`src/rtl/lsu_rv32_pkg.sv`:
```
// lsu_rv32_pkg: shared definitions for the load/store unit.
//   - RV32I funct3 width codes used on the request side
//   - FSM state encoding
//   - store byte-lane mask and lane-replicated write data helpers
package lsu_rv32_pkg;

    localparam logic [2:0] F3_B  = 3'b000;
    localparam logic [2:0] F3_H  = 3'b001;
    localparam logic [2:0] F3_W  = 3'b010;
    localparam logic [2:0] F3_BU = 3'b100;
    localparam logic [2:0] F3_HU = 3'b101;

    typedef enum logic [2:0] {
        IDLE,
        ST_ISSUE,
        LD_ISSUE,
        LD_WAIT,
        DONE
    } state_t;

    function automatic logic [3:0] wmask_for(input logic [2:0] funct3,
                                             input logic [1:0] addr_lo);
        case (funct3)
            F3_B:    wmask_for = 4'b0001 << addr_lo;
            F3_H:    wmask_for = addr_lo[1] ? 4'b1100 : 4'b0011;
            F3_W:    wmask_for = 4'b1111;
            default: wmask_for = 4'b0000;
        endcase
    endfunction

    // Store data is replicated across lanes so the mask alone selects bytes.
    function automatic logic [31:0] wdata_for(input logic [2:0]  funct3,
                                              input logic [31:0] wdata);
        case (funct3)
            F3_B:    wdata_for = {4{wdata[7:0]}};
            F3_H:    wdata_for = {2{wdata[15:0]}};
            default: wdata_for = wdata;
        endcase
    endfunction

endpackage

```
`src/rtl/lsu_load_align.sv`:
```
// lsu_load_align: extracts the addressed byte/halfword from a memory word
// and sign- or zero-extends it according to the load width code.
//   word    in  32  memory read word
//   addr_lo in  2   low byte-address bits of the load
//   funct3  in  3   load width code (LB/LH/LW/LBU/LHU)
//   result  out 32  aligned, extended load result (0 for other codes)
module lsu_load_align
    import lsu_rv32_pkg::*;
(
    input  logic [31:0] word,
    input  logic [1:0]  addr_lo,
    input  logic [2:0]  funct3,
    output logic [31:0] result
);

    logic [7:0]  lb;
    logic [15:0] lh;

    always_comb begin
        lb = word[{addr_lo, 3'b000} +: 8];
        lh = addr_lo[1] ? word[31:16] : word[15:0];
        case (funct3)
            F3_B:    result = {{24{lb[7]}}, lb};
            F3_H:    result = {{16{lh[15]}}, lh};
            F3_W:    result = word;
            F3_BU:   result = {24'h0, lb};
            F3_HU:   result = {16'h0, lh};
            default: result = '0;
        endcase
    end

endmodule

```
`src/rtl/lsu_rv32.sv`:
```
// lsu_rv32: load/store unit, initiator side of the word-addressed memory bus.
// One request at a time; every output is registered.
//   clk, reset              clock, async active-high reset
//   req_valid/req_ready     request handshake
//   req_we/funct3/addr/wdata request fields (store = req_we)
//   rsp_valid/rdata/err     one-cycle completion pulse with load data / error
//   mem_addr/wdata/wmask    word address, replicated store data, lane enables
//   mem_rstrb               one-cycle read strobe
//   mem_rdata/mem_rbusy     read word and not-yet-valid flag from memory
// Build option: LSU_MISALIGN_TRAP_EN turns misaligned H/W accesses into
// errors with no bus access; otherwise the misaligned low bits are ignored.
//
// state    | meaning
// IDLE     | ready for a request, bus quiet
// ST_ISSUE | write mask/data on the bus for one cycle
// LD_ISSUE | read strobe on the bus for one cycle
// LD_WAIT  | waiting for mem_rbusy to drop, then capture data
// DONE     | rsp_valid pulse
module lsu_rv32
    import lsu_rv32_pkg::*;
#(
    parameter int ADDR_W = 32
) (
    input  logic              clk,
    input  logic              reset,
    input  logic              req_valid,
    output logic              req_ready,
    input  logic              req_we,
    input  logic [2:0]        req_funct3,
    input  logic [ADDR_W-1:0] req_addr,
    input  logic [31:0]       req_wdata,
    output logic              rsp_valid,
    output logic [31:0]       rsp_rdata,
    output logic              rsp_err,
    output logic [ADDR_W-1:0] mem_addr,
    output logic [31:0]       mem_wdata,
    output logic [3:0]        mem_wmask,
    output logic              mem_rstrb,
    input  logic [31:0]       mem_rdata,
    input  logic              mem_rbusy
);

    state_t            state, state_nx;
    logic [2:0]        f3_q, f3_nx;
    logic [1:0]        alo_q, alo_nx;
    logic              req_ready_nx, rsp_valid_nx, rsp_err_nx, mem_rstrb_nx;
    logic [31:0]       rsp_rdata_nx, mem_wdata_nx, ld_data;
    logic [3:0]        mem_wmask_nx;
    logic [ADDR_W-1:0] mem_addr_nx;
    logic              legal, misalign;

    lsu_load_align u_align (
        .word    (mem_rdata),
        .addr_lo (alo_q),
        .funct3  (f3_q),
        .result  (ld_data)
    );

    assign legal = req_we ? (req_funct3 <= F3_W)
                          : (req_funct3 inside {F3_B, F3_H, F3_W, F3_BU, F3_HU});

`ifdef LSU_MISALIGN_TRAP_EN
    assign misalign = (req_funct3[1:0] == 2'b01 && req_addr[0])
                   || (req_funct3[1:0] == 2'b10 && req_addr[1:0] != 2'b00);
`else
    assign misalign = 1'b0;
`endif

    always_ff @(posedge clk or posedge reset) begin
        if (reset) begin
            state     <= IDLE;
            f3_q      <= '0;
            alo_q     <= '0;
            req_ready <= 1'b1;
            rsp_valid <= 1'b0;
            rsp_rdata <= '0;
            rsp_err   <= 1'b0;
            mem_addr  <= '0;
            mem_wdata <= '0;
            mem_wmask <= '0;
            mem_rstrb <= 1'b0;
        end else begin
            state     <= state_nx;
            f3_q      <= f3_nx;
            alo_q     <= alo_nx;
            req_ready <= req_ready_nx;
            rsp_valid <= rsp_valid_nx;
            rsp_rdata <= rsp_rdata_nx;
            rsp_err   <= rsp_err_nx;
            mem_addr  <= mem_addr_nx;
            mem_wdata <= mem_wdata_nx;
            mem_wmask <= mem_wmask_nx;
            mem_rstrb <= mem_rstrb_nx;
        end
    end

    // Outputs are computed for the state being entered, so they line up
    // with that state once registered.
    always_comb begin
        state_nx     = state;
        f3_nx        = f3_q;
        alo_nx       = alo_q;
        req_ready_nx = 1'b0;
        rsp_valid_nx = 1'b0;
        rsp_rdata_nx = '0;
        rsp_err_nx   = 1'b0;
        mem_addr_nx  = mem_addr;
        mem_wdata_nx = '0;
        mem_wmask_nx = '0;
        mem_rstrb_nx = 1'b0;
        case (state)
            IDLE: begin
                req_ready_nx = 1'b1;
                mem_addr_nx  = '0;
                if (req_valid) begin
                    req_ready_nx = 1'b0;
                    f3_nx        = req_funct3;
                    alo_nx       = req_addr[1:0];
                    if (!legal || misalign) begin
                        state_nx     = DONE;
                        rsp_valid_nx = 1'b1;
                        rsp_err_nx   = 1'b1;
                    end else if (req_we) begin
                        state_nx     = ST_ISSUE;
                        mem_addr_nx  = {req_addr[ADDR_W-1:2], 2'b00};
                        mem_wmask_nx = wmask_for(req_funct3, req_addr[1:0]);
                        mem_wdata_nx = wdata_for(req_funct3, req_wdata);
                    end else begin
                        state_nx     = LD_ISSUE;
                        mem_addr_nx  = {req_addr[ADDR_W-1:2], 2'b00};
                        mem_rstrb_nx = 1'b1;
                    end
                end
            end
            ST_ISSUE: begin
                state_nx     = DONE;
                rsp_valid_nx = 1'b1;
            end
            LD_ISSUE: begin
                state_nx = LD_WAIT;
            end
            LD_WAIT: begin
                if (!mem_rbusy) begin
                    state_nx     = DONE;
                    rsp_valid_nx = 1'b1;
                    rsp_rdata_nx = ld_data;
                end
            end
            DONE: begin
                state_nx     = IDLE;
                req_ready_nx = 1'b1;
                mem_addr_nx  = '0;
            end
            default: begin
                state_nx     = IDLE;
                req_ready_nx = 1'b1;
                mem_addr_nx  = '0;
            end
        endcase
    end

endmodule

```
`config.mk`:
```
export PLATFORM = sky130hd
export DESIGN_NAME = lsu_rv32
export DESIGN_NICKNAME = d
export VERILOG_FILES = /design/src/rtl/lsu_rv32_pkg.sv /design/src/rtl/lsu_load_align.sv /design/src/rtl/lsu_rv32.sv
export SDC_FILE = /design/constraint.sdc
export NUM_CORES = 1
export LEC_CHECK = 0
export ABC_AREA = 1
export CAP_MARGIN = 40
export CELL_PAD_IN_SITES_DETAIL_PLACEMENT = 1
export CELL_PAD_IN_SITES_GLOBAL_PLACEMENT = 1
export CORE_ASPECT_RATIO = 0.9
export CORE_MARGIN = 5
export CORE_UTILIZATION = 30
export DETAILED_ROUTE_END_ITERATION = 8
export PLACE_DENSITY_LB_ADDON = 0.2
export SLEW_MARGIN = 20
export SYNTH_ARGS = -nofsm -noshare
export SYNTH_HDL_FRONTEND = slang
export SYNTH_SLANG_ARGS = --single-unit
export TNS_END_PERCENT = 100
```
`constraint.sdc`:
```
create_clock -name clk -period 5.4 [get_ports clk]
set_input_delay 1.62 -clock clk [delete_from_list [all_inputs] [get_ports clk]]
set_output_delay 1.62 -clock clk [all_outputs]
set_load 0.05 [all_outputs]
```
# == Yosys cells after proc, flatten, opt, wreduce, memory -nomap -nowiden ==
# Cells that the tools add are included.
# word_totals
ff_bits,112
input_bits,104
wordCells,69
# op_classes
order_cmp,1
n_eq_ne,13
shift,2
n_mux,35
reduce_logical,7
# op_table
op,count
two-way mux 32 bit,8
one-hot mux 32 bit (5 select lines),1
one-hot mux 32 bit (2 select lines),2
indexed part select 32 x 6 -> 8 bit,1
two-way mux 4 bit,5
two-way mux 16 bit,1
"== test 3 x 2 -> 1 bit, second input constant",4
"== test 3 bit, second input constant",4
one-hot mux 3 bit (4 select lines),1
one-hot mux 4 bit (3 select lines),1
two-way mux 1 bit,10
"== test 3 x 1 -> 1 bit, second input constant",3
zero test 3 bit,3
two-way mux 3 bit,3
nonzero test 5 bit,1
"!= test 2 bit, second input constant",2
AND reduction 2 bit,2
"<< shifter 1 x 2 -> 4 bit, first input constant",1
"<= comparator 3 x 2 -> 1 bit, second input constant",1
one-hot mux 1 bit (3 select lines),1
OR reduction 3 bit,1
two-way mux 2 bit,1
one-hot mux 1 bit (2 select lines),1

# == Logic depth before layout (Yosys ltp) ==
# depth
word_depth,6
mapped_depth,9
mapped_depth_nobuf,9

# == By module ==
# From an unflattened synthesis, not the netlist that was laid out.
# hier_totals
cells_unflattened,668
area_unflattened_um2,5347.6
# modules_own_cells
module,n_inst,cells_each,area_per_inst_um2,seq_area_each_um2
lsu_rv32,1,461,4448.0,2753.9
lsu_load_align,1,207,899.6,0.0

# == Worst setup path before layout ==
# OpenSTA, ideal clock, no wires.
# synth_path
path_kind,input to register
startpoint,input mem_rdata[31]
endpoint,register rsp_rdata[21]
arrival_ns,2.386
required_ns,5.264
slack_ns,2.878
stages,7
n_path_buf,1
cell_sequence,inv_1 nand2_1 nand3_1 nand2_1 nand2_1 clkbuf_1 a21oi_1
# synth_via
elab_chain_cells,4
elab_cells_between_ends,5
classes_between,1 x shift; 4 x mux
# synth_rtl
item,line_no,rtl
start: declaration,lsu_rv32.sv:39,"input logic [31:0] mem_rdata,"
indexed part select 32 x 6 -> 8 bit or two-way mux 16 bit (tied branches),"lsu_load_align.sv:20, lsu_load_align.sv:21",
one-hot mux 32 bit (5 select lines) (*),lsu_load_align.sv:22,case (funct3)
two-way mux 32 bit (*),lsu_rv32.sv:143,if (!mem_rbusy) begin
two-way mux 32 bit (*),lsu_rv32.sv:111,case (state)
via rsp_rdata_nx[21],lsu_rv32.sv:47,"logic [31:0] rsp_rdata_nx, mem_wdata_nx, ld_data;"
end signal: assignment,lsu_rv32.sv:88,rsp_rdata <= rsp_rdata_nx;
end: declaration,lsu_rv32.sv:33,"output logic [31:0] rsp_rdata,"
# The timed path passes the listed nets; every way through them passes the cells marked *.
# A chain may end at the register's enable or synchronous reset.

# == Final worst setup path ==
# layout_path
startpoint,input req_funct3[2]
endpoint,register mem_wmask[3]
# layout_via
elab_chain_cells,6
elab_cells_between_ends,13
classes_between,1 x order compare; 4 x eq/ne; 6 x mux; 2 x reduce/logical
# layout_rtl
item,line_no,rtl
start: declaration,lsu_rv32.sv:29,"input logic [2:0] req_funct3,"
"== test 3 x 2 -> 1 bit, or another cell as far along","lsu_rv32_pkg.sv:23, lsu_rv32.sv:60",
one-hot mux 4 bit (3 select lines) or nonzero test 5 bit (tied branches),"lsu_rv32_pkg.sv:23, lsu_rv32.sv:60",
two-way mux 4 bit or two-way mux 1 bit (tied branches),"lsu_rv32.sv:123, lsu_rv32.sv:59",
two-way mux 4 bit (*),lsu_rv32.sv:119,if (!legal || misalign) begin
two-way mux 4 bit (*),lsu_rv32.sv:115,if (req_valid) begin
two-way mux 4 bit (*),lsu_rv32.sv:111,
via mem_wmask_nx[3],lsu_rv32.sv:48,logic [3:0] mem_wmask_nx;
end signal: assignment,lsu_rv32.sv:92,mem_wmask <= mem_wmask_nx;
end: declaration,lsu_rv32.sv:37,"output logic [3:0] mem_wmask,"
# Marked as above.

==> summary.txt <==
Synth
  – Synth top cells by count: nand2_1, dfrtp_1, nor2_1, inv_1, nand3_1
  – Seq cells post-synth: 110
  – Seq/Total Area, Yosys: 56.2%
  – Largest family of logic cells by synthesized area: simple AND/OR/NAND/NOR gates
  – Most frequent cell after synthesis: nand2_1
  – Yosys warns: 0
  – Synthesized area: 4900 um2
  – Async S/R FF share, synth: 100%
  – Simple-gate share of the synthesized area: 25.7%
  – Complex-gate fraction of the synthesized area: 9.65%
  – Post-synth top area cell: dfrtp_1
  – Syn Inst Count: 598
  – Synth Area in Adders: 0%
  – Distinct cells, synth: 24
  – Syn Area/Cell: 8.20 um2
  – Top cells by area, synth: dfrtp_1, nand2_1, nor2_1
  – Mux share of post-synthesis cell area: 0%
  – Top cell type's share of synthesized area: 55.6%
  – Post-synth top flop: dfrtp_1
  – EDFF count, synth: 0
  – XOR/XNOR Fraction of Synth Area: 0%

Die
  – Core area: 16100 um2
  – # rows: 44
  – Die width: 145 um
  – Ports: 208
  – Starting Density: 30.5%
  – Die area: 19000 um2
  – Die Height: 131 um

Power and ir drop
  – Peak supply drop: 0.000202 V
  – Combinational share of power: 42.1%
  – Power per cell area: 390 nW/um2
  – Sequential share of power: 34.4%
  – Sw Share: 42.3%
  – Cell Int Power: 1.69 mW
  – Clock power share: 23.5%
  – P_leak: 3.59 nW
  – Net switching power: 1.24 mW

Global routing
  – First-pass GRT wire length: 27600 um
  – Total GRT Usage: 18.2%
  – Initial antenna violation count: 0
  – Largest net degree at the start of global routing: 65
  – Total gr overflow: 0
  – Vias in the first global route: 5248

Hold path
  – Hold path endpoint: mem_addr[30]$_DFFE_PP0P_
  – Worst hold start: mem_addr[30]$_DFFE_PP0P_
  – Hold Path Cell Cnt: 2
  – Hold WC Path Type: reg -> reg

CTS
  – CTS buffer count: 9
  – CTS tree: built
  – Clock root buffer master: clkbuf_16
  – CTS max path bufs: 2
  – Postcts setup bufs: 0
  – # clock sinks: 110
  – Worst-skew pair later-pin latency: 0.35 ns
  – Hold-fix buffers at CTS: 0
  – Htree depth: 3
  – Post_cts resized: 0
  – Reg clk slew, reported paths: 0.07 ns

Detailed routing
  – DRT antenna net count: 0
  – Pre-Repair DR Iteration Count: 4
  – Vias per cell: 4.65
  – Via count: 4692
  – DRC viols: 0
  – DR WL/cell: 17.1 um
  – First-iteration detailed-routing DRC count: 202
  – Total wire length: 17300 um

Finish
  – Synth-to-layout area growth: 53.2%
  – Share of cells above drive strength 1: 5.49%
  – Antenna cells: 0
  – Layout Nets: 901

Timing
  – TNS Setup: 0 ns
  – Setup violators final: 0
  – Fmax: 281 MHz
  – Worst hold margin: 0.514 ns
  – Slew Limit Fails: 0
  – Final Hold Fails: 0
  – Final Critical Period: 3.56 ns
  – Relative slew slack: 50.3%
  – Worst-margin pin slew: 0.745 ns
  – Post-route clock period utilization: 65.9%
  – Final worst slack: 1.84 ns
  – RSZ-0062 raised after global routing: false
  – Skew final: 0.00682 ns

Setup path
  – Worst r2r path cells: 7
  – CP Capture Type: register
  – Reg-to-Reg Start: state[2]$_DFFE_PP0P_
  – Slowest cell on crit path: clkdlybuf4s50_1
  – Critical path, cell by cell: clkdlybuf4s50_1, nor2_2, nor2_2, nor2_4, nand2_2, inv_2, nand2_4, o21ai_0
  – Crit Path Category: in -> reg
  – Worst EP required: 5.67 ns
  – Critical path's largest stage delay: 0.67 ns
  – Worst Setup Start Kind: input port
  – Reg-to-reg setup timing slack: 2.69 ns
  – Reg2reg end: mem_wmask[3]$_DFF_PP0_
  – Crit Path Max Fanout: 31
  – CP most frequent cell: nor2_2
  – Worst EP arrival: 3.82 ns

Place
  – Final GP Congestion: 0.858
  – Hpwl dp: 13300 um
  – Worst slack at placement: 1.48 ns
  – IO Port Bufs: 205

Run
  – Max cap viols: 0

Run status
  – Status: finished, final reports clean
==> cell usage in the layout (no fill, tap or decap), types with 3 or more instances in the layout <==
master           netlist  routed
a21oi_1               39      39
buf_4                  4       3
buf_8                  0       4
clkbuf_16              0       9
clkdlybuf4s50_1        0     205
clkinvlp_4             0       4
dfrtp_1              109     109
inv_1                 65      64
inv_2                  4       4
nand2_1              157     157
nand3_1               43      43
nor2_1                87      86
nor2_2                 2       3
nor2_4                 3       3
nor3_1                 4       4
o211ai_1              15      15
o21ai_0               33      33
==> cell type report <==
class,instances,area (um2)
tap,207,259
fill,1877,8560
clock inverter,7,80.1
sequential,110,2750
inverter,69,262
clock buffer,9,225
timing repair buffer,216,2190
multi-input combinational,391,1740
==> metal layers <==
metal	vias to the layer above	track usage, %	share of wire, %	wire length [um]
li1	2265	-	-	-
met1	2277	22.9	42	7230
met2	130	30.1	49	8470
met3	20	5.96	7.5	1290
met4	0	4.61	1.7	300
met5	-	0	0	0
==> power groups by stage <==
stage	Combinational, mW	Sequential [mW]	Clock, mW
final	1.24	1.01	0.689
after global routing	1.35	1.02	0.746
after CTS	1.23	1.01	0.710
after detailed placement	1.23	1.03	0
after global placement	1.15	1.04	0
after floorplan	0.541	1.28	0
==> registers in the layout, indices dropped and copies added (netlist names) <==
| name | count |
|---|---|
| mem_wdata | 32 |
| mem_addr | 30 |
| rsp_rdata | 32 |
| alo_q | 2 |
| req_ready | 1 |
| mem_rstrb | 1 |
| state | 3 |
| rsp_valid | 1 |
| rsp_err | 1 |
| mem_wmask | 4 |
| f3_q | 3 |
==> cell families after synthesis <==
family | after synthesis
flops | 110
other cells | 1
simple gates | 302
buf+inv | 98
compound gates | 87
==> stage by stage <==
step	util, %	instances	total power [mW]	area (um2)
5_1_grt	46.7	1009	3.12	7510
4_1_cts	46.4	1006	2.95	7460
3_5_place_dp	44.5	990	2.26	7160
3_3_place_gp	44.1	985	2.19	7090
6_report	46.7	1009	2.93	7510
2_1_floorplan	-	599	1.82	4910
==> worst max-delay path: cells and delay by family <==
family	cells	cell delay [ns]
buffers and inverters	2	1.12
and+or+nand+nor	5	0.85
AOI/OAI and AO/OA	1	0.22
==> worst max-delay path by stage <==
stage	to	cells after the start	slack (ns)	from
floorplan	alo_q[0]$_DFFE_PP0P_	1	0.88	reset
global placement	mem_wmask[3]$_DFF_PP0_	8	1.59	req_funct3[2]
detailed placement	mem_wdata[4]$_DFF_PP0_	8	1.48	req_funct3[2]
CTS	mem_wmask[3]$_DFF_PP0_	8	1.82	req_funct3[2]
global route	mem_wdata[19]$_DFF_PP0_	8	1.69	req_funct3[2]
finish	mem_wmask[3]$_DFF_PP0_	8	1.84	req_funct3[2]
Note: power is estimated with default switching activity, not from simulation.
